==> src/rtl/cpu_pkg.sv <==
// rtl/cpu_pkg.sv - shared opcodes, field ranges, FSM states and decode helpers
//
// Purpose: constants and helpers shared by the pipeline control logic.
// Ports: none (package).

package cpu_pkg;

  localparam logic [3:0] OP_LOAD  = 4'h8;
  localparam logic [3:0] OP_STORE = 4'h9;
  localparam logic [3:0] OP_ADDI  = 4'hA;
  localparam logic [3:0] OP_BEQ   = 4'hB;
  localparam logic [3:0] OP_NOP   = 4'hE;

  localparam logic [15:0] NOP_INSTR = 16'hE000;

  localparam int OP_HI  = 15;
  localparam int OP_LO  = 12;
  localparam int RS1_HI = 8;
  localparam int RS1_LO = 6;
  localparam int RS2_HI = 5;
  localparam int RS2_LO = 3;

  typedef enum logic {
    RUN      = 1'b0,
    MEM_WAIT = 1'b1
  } ctrl_state_e;

  // ALU ops (0x0-0x7) and LOAD/STORE/ADDI/BEQ all use rs1.
  function automatic logic reads_rs1(input logic [3:0] op);
    return (op <= OP_BEQ);
  endfunction

  // ALU ops use rs2; STORE uses it as the data register.
  function automatic logic reads_rs2(input logic [3:0] op);
    return (op <= 4'h7) || (op == OP_STORE);
  endfunction

endpackage

==> src/rtl/hazard_detect.sv <==
// rtl/hazard_detect.sv - combinational load-use hazard comparator
//
// Purpose: flags when the instruction in ID reads the register a LOAD in EX
// is about to write.
// Ports:
//   id_instr   in  16  instruction in ID
//   ex_valid   in  1   EX holds a real instruction
//   ex_is_load in  1   EX instruction is a LOAD
//   ex_rd      in  3   EX destination register
//   load_use   out 1   load-use hazard present

module hazard_detect
  import cpu_pkg::*;
(
  input  logic [15:0] id_instr,
  input  logic        ex_valid,
  input  logic        ex_is_load,
  input  logic [2:0]  ex_rd,
  output logic        load_use
);

  logic [3:0] op;
  logic [2:0] rs1;
  logic [2:0] rs2;
  logic       unused_bits;

  assign op  = id_instr[OP_HI:OP_LO];
  assign rs1 = id_instr[RS1_HI:RS1_LO];
  assign rs2 = id_instr[RS2_HI:RS2_LO];

  // Destination and immediate fields never take part in the comparison.
  assign unused_bits = ^{id_instr[11:9], id_instr[2:0]};

  // r0 is hard-wired, so a load to r0 can never create a dependency.
  assign load_use = ex_valid && ex_is_load && (ex_rd != 3'd0) &&
                    ((reads_rs1(op) && (rs1 == ex_rd)) ||
                     (reads_rs2(op) && (rs2 == ex_rd)));

endmodule

==> src/rtl/pipe_hazard_ctrl.sv <==
// rtl/pipe_hazard_ctrl.sv - pipeline stall/flush control with memory watchdog
//
// Purpose: drives stall/flush of PC, IF/ID, ID/EX and EX/MEM from load-use
// hazards, taken branches and the data-memory handshake; counts stall cycles.
// Ports:
//   clk, rst            clock, synchronous active-high reset
//   id_instr            instruction in ID
//   ex_valid/ex_is_load/ex_rd  EX instruction info
//   ex_branch_taken     branch resolved taken in EX
//   mem_req/mem_ready   data-memory handshake
//   stall_pc/stall_id/flush_id/flush_ex/stall_mem  combinational controls
//   mem_err             registered one-cycle watchdog pulse
//   stall_cnt           registered saturating count of stall_pc cycles

module pipe_hazard_ctrl
  import cpu_pkg::*;
#(
  parameter int MEM_TIMEOUT = 64,
  parameter int CNT_W       = 16
) (
  input  logic             clk,
  input  logic             rst,
  input  logic [15:0]      id_instr,
  input  logic             ex_valid,
  input  logic             ex_is_load,
  input  logic [2:0]       ex_rd,
  input  logic             ex_branch_taken,
  input  logic             mem_req,
  input  logic             mem_ready,
  output logic             stall_pc,
  output logic             stall_id,
  output logic             flush_id,
  output logic             flush_ex,
  output logic             stall_mem,
  output logic             mem_err,
  output logic [CNT_W-1:0] stall_cnt
);

  localparam int WAIT_W = (MEM_TIMEOUT > 1) ? $clog2(MEM_TIMEOUT) : 1;
  localparam logic [WAIT_W-1:0] WAIT_LAST = WAIT_W'(MEM_TIMEOUT - 1);

  ctrl_state_e      state_q;
  logic [WAIT_W-1:0] wait_q;
  logic             mem_err_q;
  logic [CNT_W-1:0] stall_cnt_q;
  logic [CNT_W-1:0] stall_cnt_d;
  logic             load_use;
  logic             mem_miss;

  hazard_detect u_hazard_detect (
    .id_instr   (id_instr),
    .ex_valid   (ex_valid),
    .ex_is_load (ex_is_load),
    .ex_rd      (ex_rd),
    .load_use   (load_use)
  );

  assign mem_miss = mem_req && !mem_ready;

  // Memory freeze outranks branch flush: a branch arriving with a stalled
  // access stays frozen in EX and is flushed once the wait ends.
  always_comb begin
    stall_pc  = 1'b0;
    stall_id  = 1'b0;
    flush_id  = 1'b0;
    flush_ex  = 1'b0;
    stall_mem = 1'b0;
    if (!rst) begin
      if (state_q == MEM_WAIT || mem_miss) begin
        stall_pc  = 1'b1;
        stall_id  = 1'b1;
        stall_mem = 1'b1;
      end else if (ex_branch_taken) begin
        flush_id = 1'b1;
        flush_ex = 1'b1;
      end else if (load_use) begin
        stall_pc = 1'b1;
        stall_id = 1'b1;
        flush_ex = 1'b1;
      end
    end
  end

  assign stall_cnt_d = (stall_pc && (stall_cnt_q != '1)) ? stall_cnt_q + 1'b1
                                                         : stall_cnt_q;

  always_ff @(posedge clk) begin
    if (rst) begin
      state_q     <= RUN;
      wait_q      <= '0;
      mem_err_q   <= 1'b0;
      stall_cnt_q <= '0;
    end else begin
      mem_err_q   <= 1'b0;
      stall_cnt_q <= stall_cnt_d;
      case (state_q)
        RUN: begin
          if (mem_miss) begin
            state_q <= MEM_WAIT;
            wait_q  <= '0;
          end
        end
        MEM_WAIT: begin
          // mem_ready wins over a coincident timeout.
          if (mem_ready) begin
            state_q <= RUN;
            wait_q  <= '0;
          end else if (wait_q == WAIT_LAST) begin
            state_q   <= RUN;
            wait_q    <= '0;
            mem_err_q <= 1'b1;
          end else begin
            wait_q <= wait_q + 1'b1;
          end
        end
        default: begin
          state_q <= RUN;
          wait_q  <= '0;
        end
      endcase
    end
  end

  assign mem_err   = mem_err_q;
  assign stall_cnt = stall_cnt_q;

endmodule

==> config.mk <==
export PLATFORM = sky130hd
export DESIGN_NAME = pipe_hazard_ctrl
export DESIGN_NICKNAME = d
export VERILOG_FILES = /design/src/rtl/cpu_pkg.sv /design/src/rtl/hazard_detect.sv /design/src/rtl/pipe_hazard_ctrl.sv
export SDC_FILE = /design/constraint.sdc
export NUM_CORES = 1
export LEC_CHECK = 0
export ABC_AREA = 0
export BUFFER_PORTS_ARGS = -buffer_cell sky130_fd_sc_hd__buf_4
export CAP_MARGIN = 5
export CORE_MARGIN = 10
export CORE_UTILIZATION = 54
export CTS_BUF_LIST = sky130_fd_sc_hd__clkbuf_2
export CTS_CLUSTER_SIZE = 40
export DETAILED_ROUTE_END_ITERATION = 7
export MAX_ROUTING_LAYER = met4
export PLACE_DENSITY = 0.91
export SYNTH_ARGS = -nofsm -noshare
export SYNTH_HDL_FRONTEND = slang
export SYNTH_SLANG_ARGS = --single-unit
==> constraint.sdc <==
create_clock -name clk -period 4.2 [get_ports clk]
set_clock_uncertainty 0.2 [all_clocks]
set_input_delay 0.42 -clock clk [delete_from_list [all_inputs] [get_ports clk]]
set_output_delay 0.42 -clock clk [all_outputs]
set_load 0.01 [all_outputs]
==> results.cfg <==
[floorplan]
die_h_um = 68.8
io_pins = 48
core_area_um2 = 2230
die_w_um = 68.8
fp-row-count = 17
initial_core_util_pct = 57.6
die_area_um2 = 4740

[sta]
hold_viol_final = 0
tightest_slew_ps = 792
rsz0062_at_grt = no
fin_crit_sh_pct = 63.1
max_freq_ghz = 0.377
period_needed_ps = 2650
maxSlewHeadroom_pct = 47.2
tns_ps = 0
setup_viol = 0
slew_violations = 0
worst_slack_ps = 1550

[logic_synthesis]
post-synth-top-count-cell = dfxtp_1
synth_area_leaders = dfxtp_1 (37%), xor2_1 (6.1%), nand3_1 (4.3%)
synth_nets = 180
async_flop_share_pct = 0
synth-seq-cells = 24
synth_cell_types = 34
synth_cells = 152
synth_largest_area_cell = dfxtp_1
avgSynthCellArea_um2 = 8.47
synth_edf_count = 0
syn_area_um2 = 1290
synth_top_flop_cell = dfxtp_1
yosys_warnings = 0
ys_seq_area_share_pct = 37.3
synth_commonest_cells = dfxtp_1 (24), nor2_1 (14), nand2_1 (12), nand3_1 (11), xor2_1 (9)
synth_top_area_share_pct = 37.3

[status]
outcome = finished, final reports clean

[setup_path]
startpoint_type = flop
r2r.worst_path.cells = 6
r2r_end = stall_cnt[6]$_SDFFE_PP0P_
r2r_start = stall_cnt[3]$_SDFFE_PP0P_
cp.required_ps = 4280
cp_data_arrival_time_ps = 2730
path_max_fanout = 28
cp-startpoint = stall_cnt[3]$_SDFFE_PP0P_
crit_end = stall_cnt[6]$_SDFFE_PP0P_
reg2reg_slack_ps = 1550
end_kind = flop
path_class = reg -> reg

[place]
gp_congestion = 0.799
dp_slack_ps = 1360
io_buffer_count = 41
dpl-instance-area_um2 = 1580
dp_hpwl_um = 2630

[finish]
final_util_pct = 72.9
layout.nets = 217
n_fill_cell = 190
areaGrowthSynthToFinish_pct = 26.4
layout-drive-gt1-share_pct = 25.0
postLayoutCellArea_um2 = 1630
diodes = 0

[detailed_routing]
drc = 0
via_per_inst = 5.98
wire_per_inst_um = 15.7
drt_wl_total_um = 3390
drt_pass1_iterations = 4
ant_nets = 0
vias = 1291
drt_iter0_markers = 51

[power]
p_sw_share_pct = 24.1
p_leak_nw = 0.649
combPwrFrac_pct = 13.2
irDropWorstVdd_uv = 229
intPower_w = 0.000340
pwr-share-clk_pct = 34.7
powerDensity_nw_per_um2 = 275
power.total_w = 0.000448
power_frac_seq_pct = 52.1
p_sw_w = 0.000108

[clock_network]
postCtsHoldBufs = 0
cts_tree = yes
clock_latency_ps = 360
clockRootBuffer = clkbuf_2
post_cts_resized = 0
numCtsBuffers = 3
h-tree-depth = 1
post_cts_buffers = 0
clk_pin_slew_ps = 230
cts_num_sinks = 24
clockBufferDepth = 2

[min_path]
min_path_type = in -> reg

[global_route]
grt_max_degree = 29
grt_pass1_wl_um = 5400
grt.overflow.total = 0
grt_pass1_vias = 1238
antenna_found_initial = 0
grtUsageTotal_pct = 15.1

[job]
cap_violations = 0
==> placed cells by master, fill, tap and decap left out, types with 3 or more instances in the layout <==
master	count
or4_1	5
nor2_1	14
nand4_1	3
o21ai_0	4
xor2_1	9
nor3_1	6
o311ai_0	6
nand2_1	12
a21oi_1	8
clkbuf_2	3
nand3_1	11
inv_1	4
o31ai_1	7
and3_1	3
o41ai_1	6
dfxtp_1	24
buf_4	41
==> registers in the layout, summed over array words and instances (netlist names) <==
register / cells
state_q: 1
mem_err: 1
wait_q: 6
stall_cnt: 16
==> power by group through the flow <==
stage,Clock [W],Sequential (W),Combinational (W)
after floorplan,0,0.000238,0.0000329
after global placement,0,0.000238,0.0000563
after global routing,0.000169,0.000234,0.0000647
after CTS,0.000161,0.000234,0.0000597
final,0.000155,0.000234,0.0000592
after detailed placement,0,0.000238,0.0000592
==> critical path, stage by stage, from the launching register on <==
cell	delay [ps]
dfxtp_1	500
nand4_1	230
or3_1	450
nor3_1	190
a211o_1	650
o311ai_0	230
o41ai_1	100
==> layout make-up <==
class	count	area, um2	area share [%]
inverter	4	15.0	0.922
clock buffer	3	15.0	0.922
timing repair buffer	41	308	18.9
tap	28	35.0	2.15
clock inverter	1	30.0	1.84
sequential	24	480	29.5
multi-input combinational	115	744	45.7
==> worst min path at each step <==
| stage | from | end | slack [ps] | cells after the start |
|---|---|---|---|---|
| after floorplan | wait_q[3]$_SDFFE_PP0N_ | wait_q[3]$_SDFFE_PP0N_ | 250 | 1 |
| after global placement | wait_q[3]$_SDFFE_PP0N_ | wait_q[3]$_SDFFE_PP0N_ | 270 | 1 |
| after detailed placement | wait_q[3]$_SDFFE_PP0N_ | wait_q[3]$_SDFFE_PP0N_ | 300 | 1 |
| after CTS | rst | stall_cnt[10]$_SDFFE_PP0P_ | 90 | 2 |
| after global routing | rst | stall_cnt[10]$_SDFFE_PP0P_ | 90 | 2 |
| final | rst | wait_q[4]$_SDFFE_PP0N_ | 130 | 2 |
==> cell families (layout without fill, tap and decap cells) <==
kind of cell               count (synthesis)  count (layout)  share of synthesized area [%]
AOI/OAI and AO/OA                         43              43                           26.0
xor gates and xnor gates                   9               9                           6.12
adders and majority gates                  2               2                           1.94
buffers and inverters                     13              49                           4.86
DFF                                       24              24                           37.3
muxes                                      1               1                          0.777
and+or+nand+nor                           60              60                           22.9
==> layer usage <==
metal | track usage (%) | wire length (um) | vias up
met4 | 8.62 | 84 | 0
met3 | 2.74 | 137 | 8
met5 | - | 0 | -
met2 | 26.4 | 1790 | 23
met1 | 15.6 | 1380 | 609
li1 | - | - | 651
==> through the flow <==
stage | hold WS (ps) | instances
final | 126 | 216
after global routing | 87.9 | 216
after CTS | 90.2 | 216
after detailed placement | 298 | 212
after global placement | 267 | 212
after floorplan | 247 | 152
No activity file was read; power rests on OpenSTA's default activity.
